--- config.mk ---
export PLATFORM = sky130hd
export DESIGN_NAME = fetch_prefetch_stage
export DESIGN_NICKNAME = d
export VERILOG_FILES = /design/src/rtl/fetch_prefetch_stage.sv
export SDC_FILE = /design/constraint.sdc
export NUM_CORES = 1
export LEC_CHECK = 0
export BUFFER_PORTS_ARGS = -buffer_cell sky130_fd_sc_hd__buf_2
export CORE_UTILIZATION = 45
export CTS_CLUSTER_DIAMETER = 60
export DETAILED_ROUTE_END_ITERATION = 10
export SETUP_SLACK_MARGIN = 0.4
export SYNTH_ARGS = -nofsm -noshare
export SYNTH_HDL_FRONTEND = slang
export SYNTH_SLANG_ARGS = --single-unit
--- constraint.sdc ---
create_clock -name i_CLK -period 7.5 [get_ports i_CLK]
set_input_delay 0.75 -clock i_CLK [delete_from_list [all_inputs] [get_ports i_CLK]]
set_output_delay 0.75 -clock i_CLK [all_outputs]
set_load 0.05 [all_outputs]
--- src/rtl/fetch_prefetch_stage.sv ---
// Fetch stage with a prefetch queue. Issues PC-sequential requests to the
// instruction memory, buffers in-order responses in a small ring buffer and
// hands them to decode. A decode redirect flushes the queue and marks every
// outstanding request as stale so its response is thrown away.
module fetch_prefetch_stage #(
    parameter int unsigned ADDRESS_WIDTH = 32,
    parameter int unsigned INSTR_WIDTH   = 32,
    parameter int unsigned FIFO_DEPTH    = 4,
    parameter logic [ADDRESS_WIDTH-1:0] RESET_PC = '0
) (
    input  logic                     i_CLK,
    input  logic                     i_RST,
    input  logic                     i_RedirectD,
    input  logic [ADDRESS_WIDTH-1:0] i_PCNextD,
    input  logic                     i_StallD,
    output logic                     o_ImemReqValid,
    output logic [ADDRESS_WIDTH-1:0] o_ImemAddr,
    input  logic                     i_ImemReqReady,
    input  logic                     i_ImemRspValid,
    input  logic [INSTR_WIDTH-1:0]   i_ImemRspInstr,
    output logic                     o_ValidF,
    output logic [INSTR_WIDTH-1:0]   o_InstrF,
    output logic [ADDRESS_WIDTH-1:0] o_PCPlus4F
);

    localparam int unsigned PW = $clog2(FIFO_DEPTH);
    localparam int unsigned CW = PW + 1;
    localparam logic [CW:0] DEPTH_C = (CW+1)'(FIFO_DEPTH);
    localparam logic [ADDRESS_WIDTH-1:0] FOUR = ADDRESS_WIDTH'(4);

    logic [ADDRESS_WIDTH-1:0] fetch_pc;
    logic [ADDRESS_WIDTH-1:0] rsp_pc;
    logic [CW-1:0]            inflight;
    logic [CW-1:0]            drop;
    logic [CW-1:0]            count;
    logic [PW-1:0]            rd_ptr;
    logic [PW-1:0]            wr_ptr;

    logic [INSTR_WIDTH-1:0]   instr_mem [FIFO_DEPTH];
    logic [ADDRESS_WIDTH-1:0] pcp4_mem  [FIFO_DEPTH];

    logic          req_fire;
    logic          rsp_fire;
    logic          discard;
    logic          push;
    logic          pop;
    logic          head_valid;
    logic [CW:0]   occupancy;
    logic [CW-1:0] inflight_next;

    // Requests are throttled so that in-flight plus buffered never exceeds the
    // queue size; this is what guarantees a free slot for every response.
    assign occupancy      = {1'b0, inflight} + {1'b0, count};
    assign o_ImemReqValid = i_RST && !i_RedirectD && (occupancy < DEPTH_C);
    assign o_ImemAddr     = fetch_pc;

    assign req_fire      = o_ImemReqValid && i_ImemReqReady;
    assign rsp_fire      = i_ImemRspValid;
    assign discard       = (drop != '0) || i_RedirectD;
    assign push          = rsp_fire && !discard;
    assign inflight_next = inflight + CW'(req_fire) - CW'(rsp_fire);

    assign head_valid = i_RST && (count != '0);
    assign pop        = head_valid && !i_StallD && !i_RedirectD;

    assign o_ValidF   = head_valid;
    assign o_InstrF   = head_valid ? instr_mem[rd_ptr] : '0;
    assign o_PCPlus4F = head_valid ? pcp4_mem[rd_ptr]  : '0;

    // Control state: PCs, outstanding/stale counters and queue pointers.
    // A redirect overrides every other update in the same cycle.
    always_ff @(posedge i_CLK) begin
        if (!i_RST) begin
            fetch_pc <= RESET_PC;
            rsp_pc   <= RESET_PC;
            inflight <= '0;
            drop     <= '0;
            count    <= '0;
            rd_ptr   <= '0;
            wr_ptr   <= '0;
        end else begin
            inflight <= inflight_next;
            if (i_RedirectD) begin
                fetch_pc <= i_PCNextD;
                rsp_pc   <= i_PCNextD;
                drop     <= inflight_next;
                count    <= '0;
                rd_ptr   <= '0;
                wr_ptr   <= '0;
            end else begin
                if (req_fire)
                    fetch_pc <= fetch_pc + FOUR;
                if (push) begin
                    rsp_pc <= rsp_pc + FOUR;
                    wr_ptr <= wr_ptr + PW'(1);
                end
                if (rsp_fire && drop != '0)
                    drop <= drop - CW'(1);
                if (pop)
                    rd_ptr <= rd_ptr + PW'(1);
                count <= count + CW'(push) - CW'(pop);
            end
        end
    end

    // Queue storage; contents need no reset since count gates visibility.
    always_ff @(posedge i_CLK) begin
        if (i_RST && push) begin
            instr_mem[wr_ptr] <= i_ImemRspInstr;
            pcp4_mem[wr_ptr]  <= rsp_pc + FOUR;
        end
    end

endmodule

-- Yosys cells after proc, flatten, opt, wreduce, memory -nomap -nowiden
Memory sizes are Yosys's and may differ from the RTL's. A register that Yosys moved wholly into a read port is not among the register bits.
Cells that the tools add are included.
- word-level logic and storage cells: 54
- bits in registers: 77
- memories kept: 2
- output and inout bits: 98
- RAM bits: 256
- memories (name ; depth ; bits a word ; rd ports ; clocked after Yosys merged registers in ; wr ports ; RTL line ; text):
    instr_mem ; 4 ; 32 ; 1 ; 1 ; 1 ; 39 ; logic [INSTR_WIDTH-1:0] instr_mem [FIFO_DEPTH];
    pcp4_mem ; 4 ; 32 ; 1 ; 1 ; 1 ; 40 ; logic [ADDRESS_WIDTH-1:0] pcp4_mem [FIFO_DEPTH];
- add/subtract/negate cells: 10
- reduce and logical (&&, ||, !) cells: 19
- magnitude comparators: 1
- bitwise operators: 1
- multiplexer cells: 14
- operator list (cell ; number):
    $mux 32 ; 6
    $add 32x3->32 const B ; 2
    $logic_and 1x1->1 ; 9
    $mux 2 ; 4
    $add 3x1->3 ; 2
    $mux 3 ; 2
    $reduce_bool 2->1 ; 3
    $reduce_bool 3->1 ; 2
    $sub 3x1->3 ; 2
    $add 2x1->2 const B ; 2
    $add 3x3->4 ; 1
    $lt 4x3->1 const B ; 1
    $logic_not 1->1 ; 3
    $sub 3x1->3 const B ; 1
    $mux 1 ; 2
    $reduce_or 2->1 ; 1
    $logic_or 1x1->1 ; 1
    $not 1->1 ; 1

-- Longest topological paths before layout
- depth in word-level cells: 7
- mapped depth: 14
- depth with buffers taken out: 13

-- Worst setup path before layout
Ideal clock, no wire load.
- path type: input-to-reg
- start: in i_ImemRspValid
- end: mem instr_mem[0][0], enable pin
- buffers on the path: 2
- setup time: 0.429 ns
- arrival time: 3.121 ns
- path slack: 3.950 ns
- stages on the path: 4
- cells stage by stage: and3b_1 -> clkbuf_1 -> clkbuf_1 -> and3_1
- cells in the longest elaborated chain, start to end: 4
- RTL lines (what ; RTL line ; text):
    from (decl) ; 19 ; input logic i_ImemRspValid,
    $logic_and 1x1->1 ; 60 ; assign push = rsp_fire && !discard;
    $logic_and 1x1->1 ; 108 ; if (i_RST && push) begin
    $mux 1 ; 108 ;
    $mux 1 (implied by the code) ; 109 ; instr_mem[wr_ptr] <= i_ImemRspInstr;
    to (decl) ; 39 ;
No other way between the ends.

-- Final worst setup path
- start: in i_RST
- end: reg drop[2]
- cells in the longest elaborated chain, start to end: 6
- RTL lines (what ; RTL line ; text):
    from (decl) ; 12 ; input logic i_RST,
    $logic_and 1x1->1 (2 in a row) ; 54 ; assign o_ImemReqValid = i_RST && !i_RedirectD && (occupancy < DEPTH_C);
    $logic_and 1x1->1 ; 57 ; assign req_fire = o_ImemReqValid && i_ImemReqReady;
    $add 3x1->3 ; 61 ; assign inflight_next = inflight + CW'(req_fire) - CW'(rsp_fire);
    $sub 3x1->3 ; 61 ;
    $mux 3 ; 83 ; if (i_RedirectD) begin
    to (signal assigned) ; 86 ; drop <= inflight_next;
    to (signal assigned) ; 98 ; drop <= drop - CW'(1);
    to (decl) ; 34 ; logic [CW-1:0] drop;
Parallel ways exist; a longest one is shown, timed or not.
A chain may end at the register's enable or synchronous reset.

==> flow_summary.json <==
{
  "min_period_ps": 3950,
  "synth-main-ff-cell": "edfxtp_1",
  "pre_cts_ws_ps": 3030,
  "fin_nets": 1239,
  "worst_slew_pin_slew_ps": 980,
  "cp-start-kind": "input pin",
  "drive_gt1_share_pct": 27.2,
  "grt_overflow": 0,
  "synth_area_leaders": "edfxtp_1 54%, dfxtp_1 11%, mux4_2 10%",
  "drt-pass1-iter-count": 5,
  "yosysUniqueCellTypes": 61,
  "finalSetupViolCount": 0,
  "insertion_delay_ps": 520,
  "p_per_area_mw_per_mm2": 259,
  "p_leak_nw": 5.86,
  "port_buffers": 167,
  "vias": 8716,
  "finalWeightedCongestion": 0.887,
  "htreeDepth": 2,
  "coreArea_mm2": 0.0310,
  "cts_root_buffer": "clkbuf_16",
  "gr-usage-all-layers_pct": 18.9,
  "clock-sinks": 335,
  "max_cap_violations": 0,
  "synth_top_area_share_pct": 53.7,
  "final_max_slew_viol_count": 0,
  "grt_pass1_vias": 8631,
  "total_power_mw": 4.34,
  "ant_nets": 0,
  "synth-seq-cells": 335,
  "rr_worst_depth": 13,
  "place_area_mm2": 0.0155,
  "power.internal_mw": 3.32,
  "async_flop_share_pct": 0,
  "min_period_over_period_pct": 52.7,
  "dpl.hpwl_um": 19100,
  "clock-skew-final_ps": 11.8,
  "wl_per_cell_um": 19.3,
  "seq_area_mm2": 0.00927,
  "postCtsSetupBuffers": 0,
  "io_pins": 168,
  "postSynthCellCount": 996,
  "cts_made_buffers": 37,
  "die_y_um": 180,
  "crit_required_ps": 7910,
  "status": "finished, final reports clean",
  "vdd_drop_max_mv": 0.137,
  "antenna_cells": 0,
  "fp.dieW_um": 180,
  "comb_power_share_pct": 8.0,
  "relSlewSlack_pct": 34.7,
  "max_freq_mhz": 253,
  "min_path_type": "in2reg",
  "rsz0062_at_grt": "no",
  "p_seq_share_pct": 48.6,
  "syn_nets": 1082,
  "antenna_found_initial": 0,
  "cts_repair_resize_count": 0,
  "synth_area_mm2": 0.0143,
  "final_common_cell": "edfxtp_1",
  "crit_arrival_ps": 4360,
  "route.detailed.vias_per_inst": 5.52,
  "multi_input_area_mm2": 0.00475,
  "drt_iter0_markers": 608,
  "hold_depth": 1,
  "dieArea_mm2": 0.0326,
  "final_cell_mix": "256 x edfxtp_1, 167 x buf_2, 77 x dfxtp_1, 69 x nand2_1, 65 x nor2b_1",
  "finalWorstSetupSlack_ps": 3550,
  "path_class": "in2reg",
  "cp_max_fo": 35,
  "switching_share_pct": 23.6,
  "p_clk_share_pct": 43.4,
  "cts_hold_buf": 0,
  "hold_viol": 0,
  "p_switching_mw": 1.02,
  "fin_area_mm2": 0.0168,
  "setup_tns_ps": 0,
  "post-route-util_pct": 54.2,
  "synth.largest_area_cell": "edfxtp_1",
  "initial_utilization_pct": 46.2,
  "grt_max_degree": 80,
  "routed_wl_um": 30400,
  "cts.reportedPaths.clkPinSlew_ps": 60,
  "clockBufferDepth": 3,
  "synth_warnings": 0,
  "area_growth_pct": 17.2,
  "synth-edff-count": 256,
  "grt_pass1_wl_um": 48400,
  "end_kind": "register",
  "rows": 64,
  "fillers": 2603,
  "cts_tree": "done",
  "remaining_drc_errors": 0,
  "avgSynthCellArea_um2": 14.4,
  "synth-seq-area-share_pct": 64.7
}
[registers in the layout, summed over array words and instances, names as in the netlist, named ones only]
signal      count
wr_ptr          2
rsp_pc         32
count           3
inflight        3
instr_mem     128
pcp4_mem      128
drop            3
o_ImemAddr     32
rd_ptr          2
[cells in the mapped netlist, types with 5 or more instances]
library cell,number
dfxtp_1,79
clkbuf_1,42
o21ai_0,30
xor2_1,44
a21oi_1,48
ha_1,14
and2_1,10
and4_1,5
mux4_2,64
buf_2,10
a211oi_1,5
nor3_1,15
nor2b_1,65
nand2_1,69
nand4_1,26
xnor2_1,33
nor2_1,39
and3_1,12
inv_1,18
edfxtp_1,256
a31oi_1,8
nand3_1,36
nor4_1,5
[kinds of logic (layout without fill, tap and decap cells)]
family | count (synthesis) | after routing | share of synthesized area, %
buf+inv | 77 | 263 | 2.19
mux | 68 | 68 | 10.4
simple gates | 310 | 310 | 11.9
xor+xnor | 77 | 77 | 4.71
compound gates | 113 | 113 | 4.58
fa+ha+maj | 16 | 16 | 1.50
flops | 335 | 335 | 64.7
[final timing paths]
path / startpoint / slack (ps) / end
setup / recovery: i_RST / 3550 / drop[2]$_SDFFE_PN0P_
hold reg to reg: o_ImemAddr[0]$_SDFFE_PN0P_ / 480 / o_ImemAddr[0]$_SDFFE_PN0P_
hold / removal: i_ImemRspInstr[10] / 440 / instr_mem[2][10]$_DFFE_PP_
setup reg to reg: inflight[2]$_SDFF_PN0_ / 3780 / drop[2]$_SDFFE_PN0P_
[cell type report]
type	instances	share of cell area, %
tap	396	2.95
timing repair buffer	176	5.38
sequential	335	55.2
clock buffer	44	5.98
multi-input combinational	584	28.3
clock inverter	24	1.74
inverter	19	0.425
[power groups by stage]
| stage | logic [mW] | registers [mW] | clock network (mW) |
|---|---|---|---|
| 3_3_place_gp | 0.342 | 2.15 | 0 |
| 3_5_place_dp | 0.347 | 2.15 | 0 |
| 6_report | 0.346 | 2.11 | 1.89 |
| 2_1_floorplan | 0.218 | 2.17 | 0 |
| 5_1_grt | 0.379 | 2.12 | 2.00 |
| 4_1_cts | 0.349 | 2.11 | 1.93 |
[metal layers]
metal / share of wire [%] / up-vias / GRT usage (%)
li1: - / 4061 / -
met1: 47 / 4330 / 27.7
met2: 46 / 284 / 29.6
met3: 5.6 / 41 / 2.95
met4: 1.7 / 0 / 4.85
met5: 0 / - / 0
[metrics by stage]
stage	instances	hold slack [ps]
global route	1578	431
detailed placement	1510	478
floorplan	996	460
CTS	1578	418
global placement	1510	467
finish	1578	443
[critical path, stage by stage]
cell,delay (ps)
buf_2,500
nand2b_1,530
nor3_2,720
inv_1,270
ha_1,340
inv_1,50
ha_1,130
inv_1,50
fa_1,380
xor2_1,170
and2_1,150
nor3_1,50
a22o_1,270
Note: power is estimated with default switching activity, not from simulation.
